`src/rtl/serial_frame_pkg.sv`:
```
// Shared types and constants for the serial frame receiver.
// Optional parity support is enabled by defining PARITY_EN.
package serial_frame_pkg;

  localparam logic START_BIT  = 1'b1;
  localparam logic STOP_BIT   = 1'b0;
  localparam logic IDLE_LEVEL = 1'b0;

`ifdef PARITY_EN
  typedef enum logic [1:0] {IDLE, DATA, PARITY, STOP} state_t;
`else
  typedef enum logic [1:0] {IDLE, DATA, STOP} state_t;
`endif

  // Total line bits per frame: start + data + [parity] + stop.
  function automatic int unsigned frame_len(input int unsigned n);
`ifdef PARITY_EN
    return n + 3;
`else
    return n + 2;
`endif
  endfunction

endpackage

```
`src/rtl/serial_frame_deser_if.sv`:
```
// Output word stream of the frame receiver: valid/ready handshake with data.
interface serial_frame_deser_if #(parameter int N = 8);
  logic [N-1:0] out_data;
  logic         out_valid;
  logic         out_ready;

  modport master (output out_data, output out_valid, input out_ready);
  modport slave  (input out_data, input out_valid, output out_ready);
endinterface

```
`src/rtl/serial_frame_fifo.sv`:
```
// Small synchronous FIFO; a pop in the same cycle frees a full slot for a push.
module serial_frame_fifo #(
  parameter int WIDTH = 8,
  parameter int DEPTH = 2
) (
  input  logic             clk,
  input  logic             rst,
  input  logic             push,
  input  logic [WIDTH-1:0] din,
  input  logic             pop,
  output logic [WIDTH-1:0] dout,
  output logic             full,
  output logic             empty
);
  localparam int AW = $clog2(DEPTH);

  logic [WIDTH-1:0] mem [DEPTH];
  logic [AW-1:0]    wr_ptr;
  logic [AW-1:0]    rd_ptr;
  logic [AW:0]      count;
  logic             do_push;
  logic             do_pop;

  assign empty   = (count == '0);
  assign full    = (count == (AW+1)'(DEPTH));
  assign do_pop  = pop & ~empty;
  assign do_push = push & (~full | do_pop);
  assign dout    = empty ? '0 : mem[rd_ptr];

  always_ff @(posedge clk or posedge rst) begin
    if (rst) begin
      wr_ptr <= '0;
      rd_ptr <= '0;
      count  <= '0;
    end else begin
      if (do_push) wr_ptr <= wr_ptr + 1'b1;
      if (do_pop)  rd_ptr <= rd_ptr + 1'b1;
      if (do_push && !do_pop)      count <= count + 1'b1;
      else if (do_pop && !do_push) count <= count - 1'b1;
    end
  end

  always_ff @(posedge clk) begin
    if (do_push) mem[wr_ptr] <= din;
  end

endmodule

```
`src/rtl/serial_frame_deser.sv`:
```
// Serial-to-parallel frame receiver (start 1, N data bits LSB first, stop 0).
// Define PARITY_EN to add an even-parity bit between data and stop.
module serial_frame_deser
  import serial_frame_pkg::*;
#(
  parameter int N          = 8,
  parameter int FIFO_DEPTH = 2
) (
  input  logic                        clk,
  input  logic                        rst,
  input  logic                        s_in,
  serial_frame_deser_if.master        stream,
  output logic                        frame_err,
  output logic                        par_err,
  output logic                        overrun
);
  localparam int CW = (N > 1) ? $clog2(N) : 1;
  localparam logic [CW-1:0] LAST = CW'(N - 1);

  state_t        state;
  logic [CW-1:0] cnt;
  logic [N-1:0]  word;
  logic [N-1:0]  head;
  logic          par_ok;
  logic          push;
  logic          pop;
  logic          full;
  logic          empty;

`ifdef PARITY_EN
  logic par_bit;
  assign par_ok = ~(^word ^ par_bit);
`else
  assign par_ok  = 1'b1;
  assign par_err = 1'b0;
`endif

  assign pop              = ~empty & stream.out_ready;
  assign push             = (state == STOP) && (s_in == STOP_BIT) && par_ok;
  assign stream.out_valid = ~empty;
  assign stream.out_data  = head;

  serial_frame_fifo #(
    .WIDTH (N),
    .DEPTH (FIFO_DEPTH)
  ) u_fifo (
    .clk   (clk),
    .rst   (rst),
    .push  (push),
    .din   (word),
    .pop   (pop),
    .dout  (head),
    .full  (full),
    .empty (empty)
  );

  always_ff @(posedge clk or posedge rst) begin
    if (rst) begin
      state     <= IDLE;
      cnt       <= '0;
      word      <= '0;
      frame_err <= 1'b0;
      overrun   <= 1'b0;
`ifdef PARITY_EN
      par_bit   <= 1'b0;
      par_err   <= 1'b0;
`endif
    end else begin
      frame_err <= 1'b0;
      overrun   <= 1'b0;
`ifdef PARITY_EN
      par_err   <= 1'b0;
`endif
      case (state)
        IDLE: begin
          if (s_in == START_BIT) begin
            state <= DATA;
            cnt   <= '0;
          end
        end
        DATA: begin
          word[cnt] <= s_in;
          if (cnt == LAST) begin
`ifdef PARITY_EN
            state <= PARITY;
`else
            state <= STOP;
`endif
          end else begin
            cnt <= cnt + 1'b1;
          end
        end
`ifdef PARITY_EN
        PARITY: begin
          par_bit <= s_in;
          state   <= STOP;
        end
`endif
        STOP: begin
          // Return to IDLE unconditionally so a bad stop bit never doubles as a start bit.
          state <= IDLE;
          if (s_in != STOP_BIT) begin
            frame_err <= 1'b1;
          end else if (!par_ok) begin
`ifdef PARITY_EN
            par_err <= 1'b1;
`endif
          end else if (full && !pop) begin
            overrun <= 1'b1;
          end
        end
        default: state <= IDLE;
      endcase
    end
  end

endmodule

```
`src/flat_wrapper.sv`:
```
// flat-port wrapper written by rule: the top's interface ports become plain ports
module serial_frame_deser_flat import serial_frame_pkg::*;
#(
  parameter int N          = 8,
  parameter int FIFO_DEPTH = 2
)
  (clk, rst, s_in, frame_err, par_err, overrun, stream_out_data, stream_out_valid, stream_out_ready);
  serial_frame_deser_if #(.N(N)) stream_i ();
  input  logic clk;
  input  logic rst;
  input  logic s_in;
  output logic frame_err;
  output logic par_err;
  output logic overrun;
  output wire logic [$bits(stream_i.out_data)-1:0] stream_out_data;
  output wire logic [$bits(stream_i.out_valid)-1:0] stream_out_valid;
  input wire logic [$bits(stream_i.out_ready)-1:0] stream_out_ready;
  assign stream_out_data = stream_i.out_data;
  assign stream_out_valid = stream_i.out_valid;
  assign stream_i.out_ready = stream_out_ready;
  serial_frame_deser #(.N(N), .FIFO_DEPTH(FIFO_DEPTH)) u_core (.clk(clk), .rst(rst), .s_in(s_in), .stream(stream_i), .frame_err(frame_err), .par_err(par_err), .overrun(overrun));
endmodule
```
`config.mk`:
```
export PLATFORM = sky130hd
export DESIGN_NAME = serial_frame_deser_flat
export DESIGN_NICKNAME = d
export VERILOG_FILES = /design/src/rtl/serial_frame_pkg.sv /design/src/rtl/serial_frame_deser_if.sv /design/src/rtl/serial_frame_fifo.sv /design/src/rtl/serial_frame_deser.sv /design/src/flat_wrapper.sv
export SDC_FILE = /design/constraint.sdc
export NUM_CORES = 1
export LEC_CHECK = 0
export CORE_MARGIN = 10
export CORE_UTILIZATION = 55
export DETAILED_ROUTE_END_ITERATION = 8
export PLACE_DENSITY = 0.78
export RECOVER_POWER = 50
export SLEW_MARGIN = 20
export SYNTH_ARGS = -nofsm -noshare
export SYNTH_HDL_FRONTEND = slang
export SYNTH_HIERARCHICAL = 1
export SYNTH_SLANG_ARGS = --single-unit
```
`constraint.sdc`:
```
create_clock -name clk -period 1.9 [get_ports clk]
set_input_delay 0.285 -clock clk [delete_from_list [all_inputs] [get_ports clk]]
set_output_delay 0.285 -clock clk [all_outputs]
set_load 0.05 [all_outputs]
```
==> flow_metrics.py <==
metrics = {
    "logic_synthesis": {
        "syn_area_sq_um": 1521,
        "ys_seq_elements": 35,
        "ys_top_cells_by_area": "edfxtp_1 32%, dfrtp_1 31%, mux2i_1 6.6%",
        "synth_cell_types": 30,
        "avgSynthCellArea_sq_um": 14.09,
        "synth_top_area_share_pct": 31.58,
        "yosys.area.top_type": "edfxtp_1",
        "yosys_warnings": 6,
        "synth_edf_count": 16,
        "async_flop_share_pct": 54.29,
        "syn-num-nets": 115,
        "seq_area_frac_synth_pct": 62.83,
        "synth-main-ff-cell": "dfrtp_1",
        "netlist_instances": 108,
    },
    "routing": {
        "drc_errors": 0,
        "firstDrtPassIters": 4,
        "via_per_inst": 5.311,
        "vias": 871,
        "drt-total-wl_microns": 2479,
        "post_drt_wl_per_cell_microns": 15.12,
        "ant_nets": 0,
        "drtIter0Drc": 56,
    },
    "timing": {
        "skew_ps": 8.309,
        "setup_violations": 0,
        "worst_pin_slew_ps": 549.6,
        "slew-limit-headroom_pct": 63.32,
        "layout_min_cycle_time_ps": 1757,
        "maxSlewViolCount": 0,
        "fin_tns_setup_ps": 0,
        "timing.fmax_mhz": 569.3,
        "whs_ps": 297.5,
        "fin_crit_sh_pct": 92.46,
        "rsz0062_at_grt": "false",
        "finalHoldViolCount": 0,
    },
    "cts": {
        "htreeDepth": 2,
        "cts_tree": "done",
        "cts-root-buf": "clkbuf_4",
        "hold_buffers": 0,
        "clk_path_buf_depth": 2,
        "cts_setup_buffers": 0,
        "ctsResizeCount": 0,
        "cts_buffers": 5,
        "clock_latency_ps": 330,
        "cts.sinks": 35,
        "cts.clk_slew.worst_paths_ps": 90,
    },
    "pwr": {
        "clkPwrFrac_pct": 12.9,
        "power_frac_seq_pct": 40.5,
        "powerDensity_nw_per_um2": 1661,
        "p_leak_nw": 0.8173,
        "fin_total_pwr_w": 0.003114,
        "p_sw_share_pct": 38.64,
        "switching_power_w": 0.001204,
        "power_frac_comb_pct": 46.6,
        "internal-power_w": 0.001911,
        "ir_worst_vdd_mv": 1.063,
    },
    "setup_path": {
        "crit_fanout": 1,
        "rr_endpoint": "u_core/u_fifo/count[1]",
        "crit_chain": "clkdlybuf4s50_1",
        "crit_arrival_ps": 1470,
        "worstSetupPathType": "flip-flop to primary output",
        "required_ps": 1620,
        "critPathBufInv": 1,
        "end_kind": "primary output",
        "cp-start-kind": "flip-flop",
        "regToRegSetupSlack_ps": 220,
        "slowest_delay_ps": 810,
        "crit_family": "buffers and inverters",
        "cp-startpoint": "u_core/overrun",
        "r2r_cells": 6,
        "reg2reg_from": "u_core/u_fifo/count[1]",
        "slowest_stage": "clkdlybuf4s50_1",
    },
    "hold_path": {
        "hp-class": "input port to asynchronous set/reset pin",
    },
    "grt": {
        "grt_overflow": 0,
        "grt_max_degree": 16,
        "grt_pass1_vias": 930,
        "antenna_found_initial": 0,
        "grtUsageTotal_pct": 10.84,
        "grt_pass1_wl_microns": 4471,
    },
    "floorplan": {
        "die_x_microns": 72.60,
        "die_area_sq_um": 5270,
        "die_y_microns": 72.60,
        "initial_core_util_pct": 56.14,
        "rows": 19,
        "core_sq_um": 2710,
        "io_pins": 16,
    },
    "layout": {
        "drive_gt1_share_pct": 26.32,
        "area_growth_pct": 23.27,
        "fillers": 202,
        "utilization_pct": 69.21,
        "insertedDiodeCount": 0,
        "final_area_sq_um": 1876,
        "nets": 139,
    },
    "place": {
        "gp_congestion": 0.7863,
        "dp_hpwl_microns": 1957,
        "dpl_cell_area_sq_um": 1815,
        "io_buffer_count": 14,
    },
    "flow_run": {
        "maxCapViolations": 0,
    },
    "status": {
        "status": "finished clean",
    },
}
==> per-stage QoR <==
step / instances / setup slack (ps)
2_1_floorplan: 108 / 200.9
3_3_place_gp: 156 / 54.90
3_5_place_dp: 156 / -95.46
4_1_cts: 164 / 73.23
5_1_grt: 164 / 79.08
6_report: 164 / 143.3
==> routing by layer <==
| metal | GRT usage, % | up-vias | wire length (microns) |
|---|---|---|---|
| met4 | 3.797 | 0 | 19 |
| li1 | - | 424 | - |
| met2 | 18.50 | 14 | 1325 |
| met3 | 4.762 | 2 | 143 |
| met5 | 0 | - | 0 |
| met1 | 11.60 | 431 | 990 |
==> placed cells by master (no fill, tap or decap), drive strengths merged, types with 7 or more instances in the layout <==
| cell type | count |
|---|---|
| buf | 15 |
| inv | 7 |
| nor2 | 12 |
| mux2i | 10 |
| dfrtp | 19 |
| clkbuf | 8 |
| mux2 | 9 |
| edfxtp | 16 |
==> flip-flops by register name (all words and copies together) (netlist names) <==
name and cells:
u_core/cnt 3, u_core/frame_err 1, u_core/overrun 1, u_core/state 2
u_core/u_fifo/count 2, u_core/u_fifo/mem 16, u_core/u_fifo/rd_ptr 1, u_core/u_fifo/wr_ptr 1
u_core/word 8
==> cell usage after synthesis, drive strengths merged (2+ instances only) <==
| cell | instances |
|---|---|
| nand2 | 2 |
| o21ai | 2 |
| ha | 3 |
| xnor2 | 3 |
| buf | 3 |
| dfrtp | 19 |
| xor2 | 2 |
| edfxtp | 16 |
| inv | 7 |
| mux2 | 9 |
| mux2i | 10 |
| nor3 | 4 |
| and3b | 3 |
| nor2 | 12 |
| nor3b | 2 |
| nand3 | 4 |
==> final cells by class <==
class                      count  area (sq um)  share of cell area, %
tap                           31         38.79                  2.068
multi-input combinational     62         514.2                  27.42
clock buffer                   7         55.05                  2.935
inverter                       7         26.28                  1.401
sequential                    35         957.2                  51.03
clock inverter                 1         5.005                 0.2668
timing repair buffer          21         279.0                  14.88
==> cell families (layout without fill, tap and decap cells) <==
family,count (synthesis),in the layout,synth area share [%]
and+or+nand+nor,31,31,12.09
adders and majority gates,3,3,2.467
muxes,19,19,13.24
DFF,35,35,62.83
buffers and inverters,11,36,3.535
other,1,1,0.2465
AOI/OAI and AO/OA,3,3,2.714
xor gates and xnor gates,5,5,2.879
==> power groups by stage <==
| stage | combinational [W] | clock, W | sequential (W) |
|---|---|---|---|
| finish | 0.00145 | 0.000401 | 0.00126 |
| global route | 0.00157 | 0.000453 | 0.00130 |
| CTS | 0.00147 | 0.000421 | 0.00127 |
| detailed placement | 0.00147 | 0 | 0.00128 |
| global placement | 0.00142 | 0 | 0.00125 |
| floorplan | 0.000975 | 0 | 0.00118 |
==> worst max path at each step <==
stage	end	cells after the start	slack, ps
after CTS	stream_out_data[7]	3	70
after global placement	u_core/u_fifo/count[1]	7	50
after global routing	stream_out_data[6]	4	80
after detailed placement	u_core/u_fifo/count[1]	6	-100
final	overrun	1	140
after floorplan	u_core/u_fifo/mem[0][0]	4	200
(Power assumes the default switching activity.)
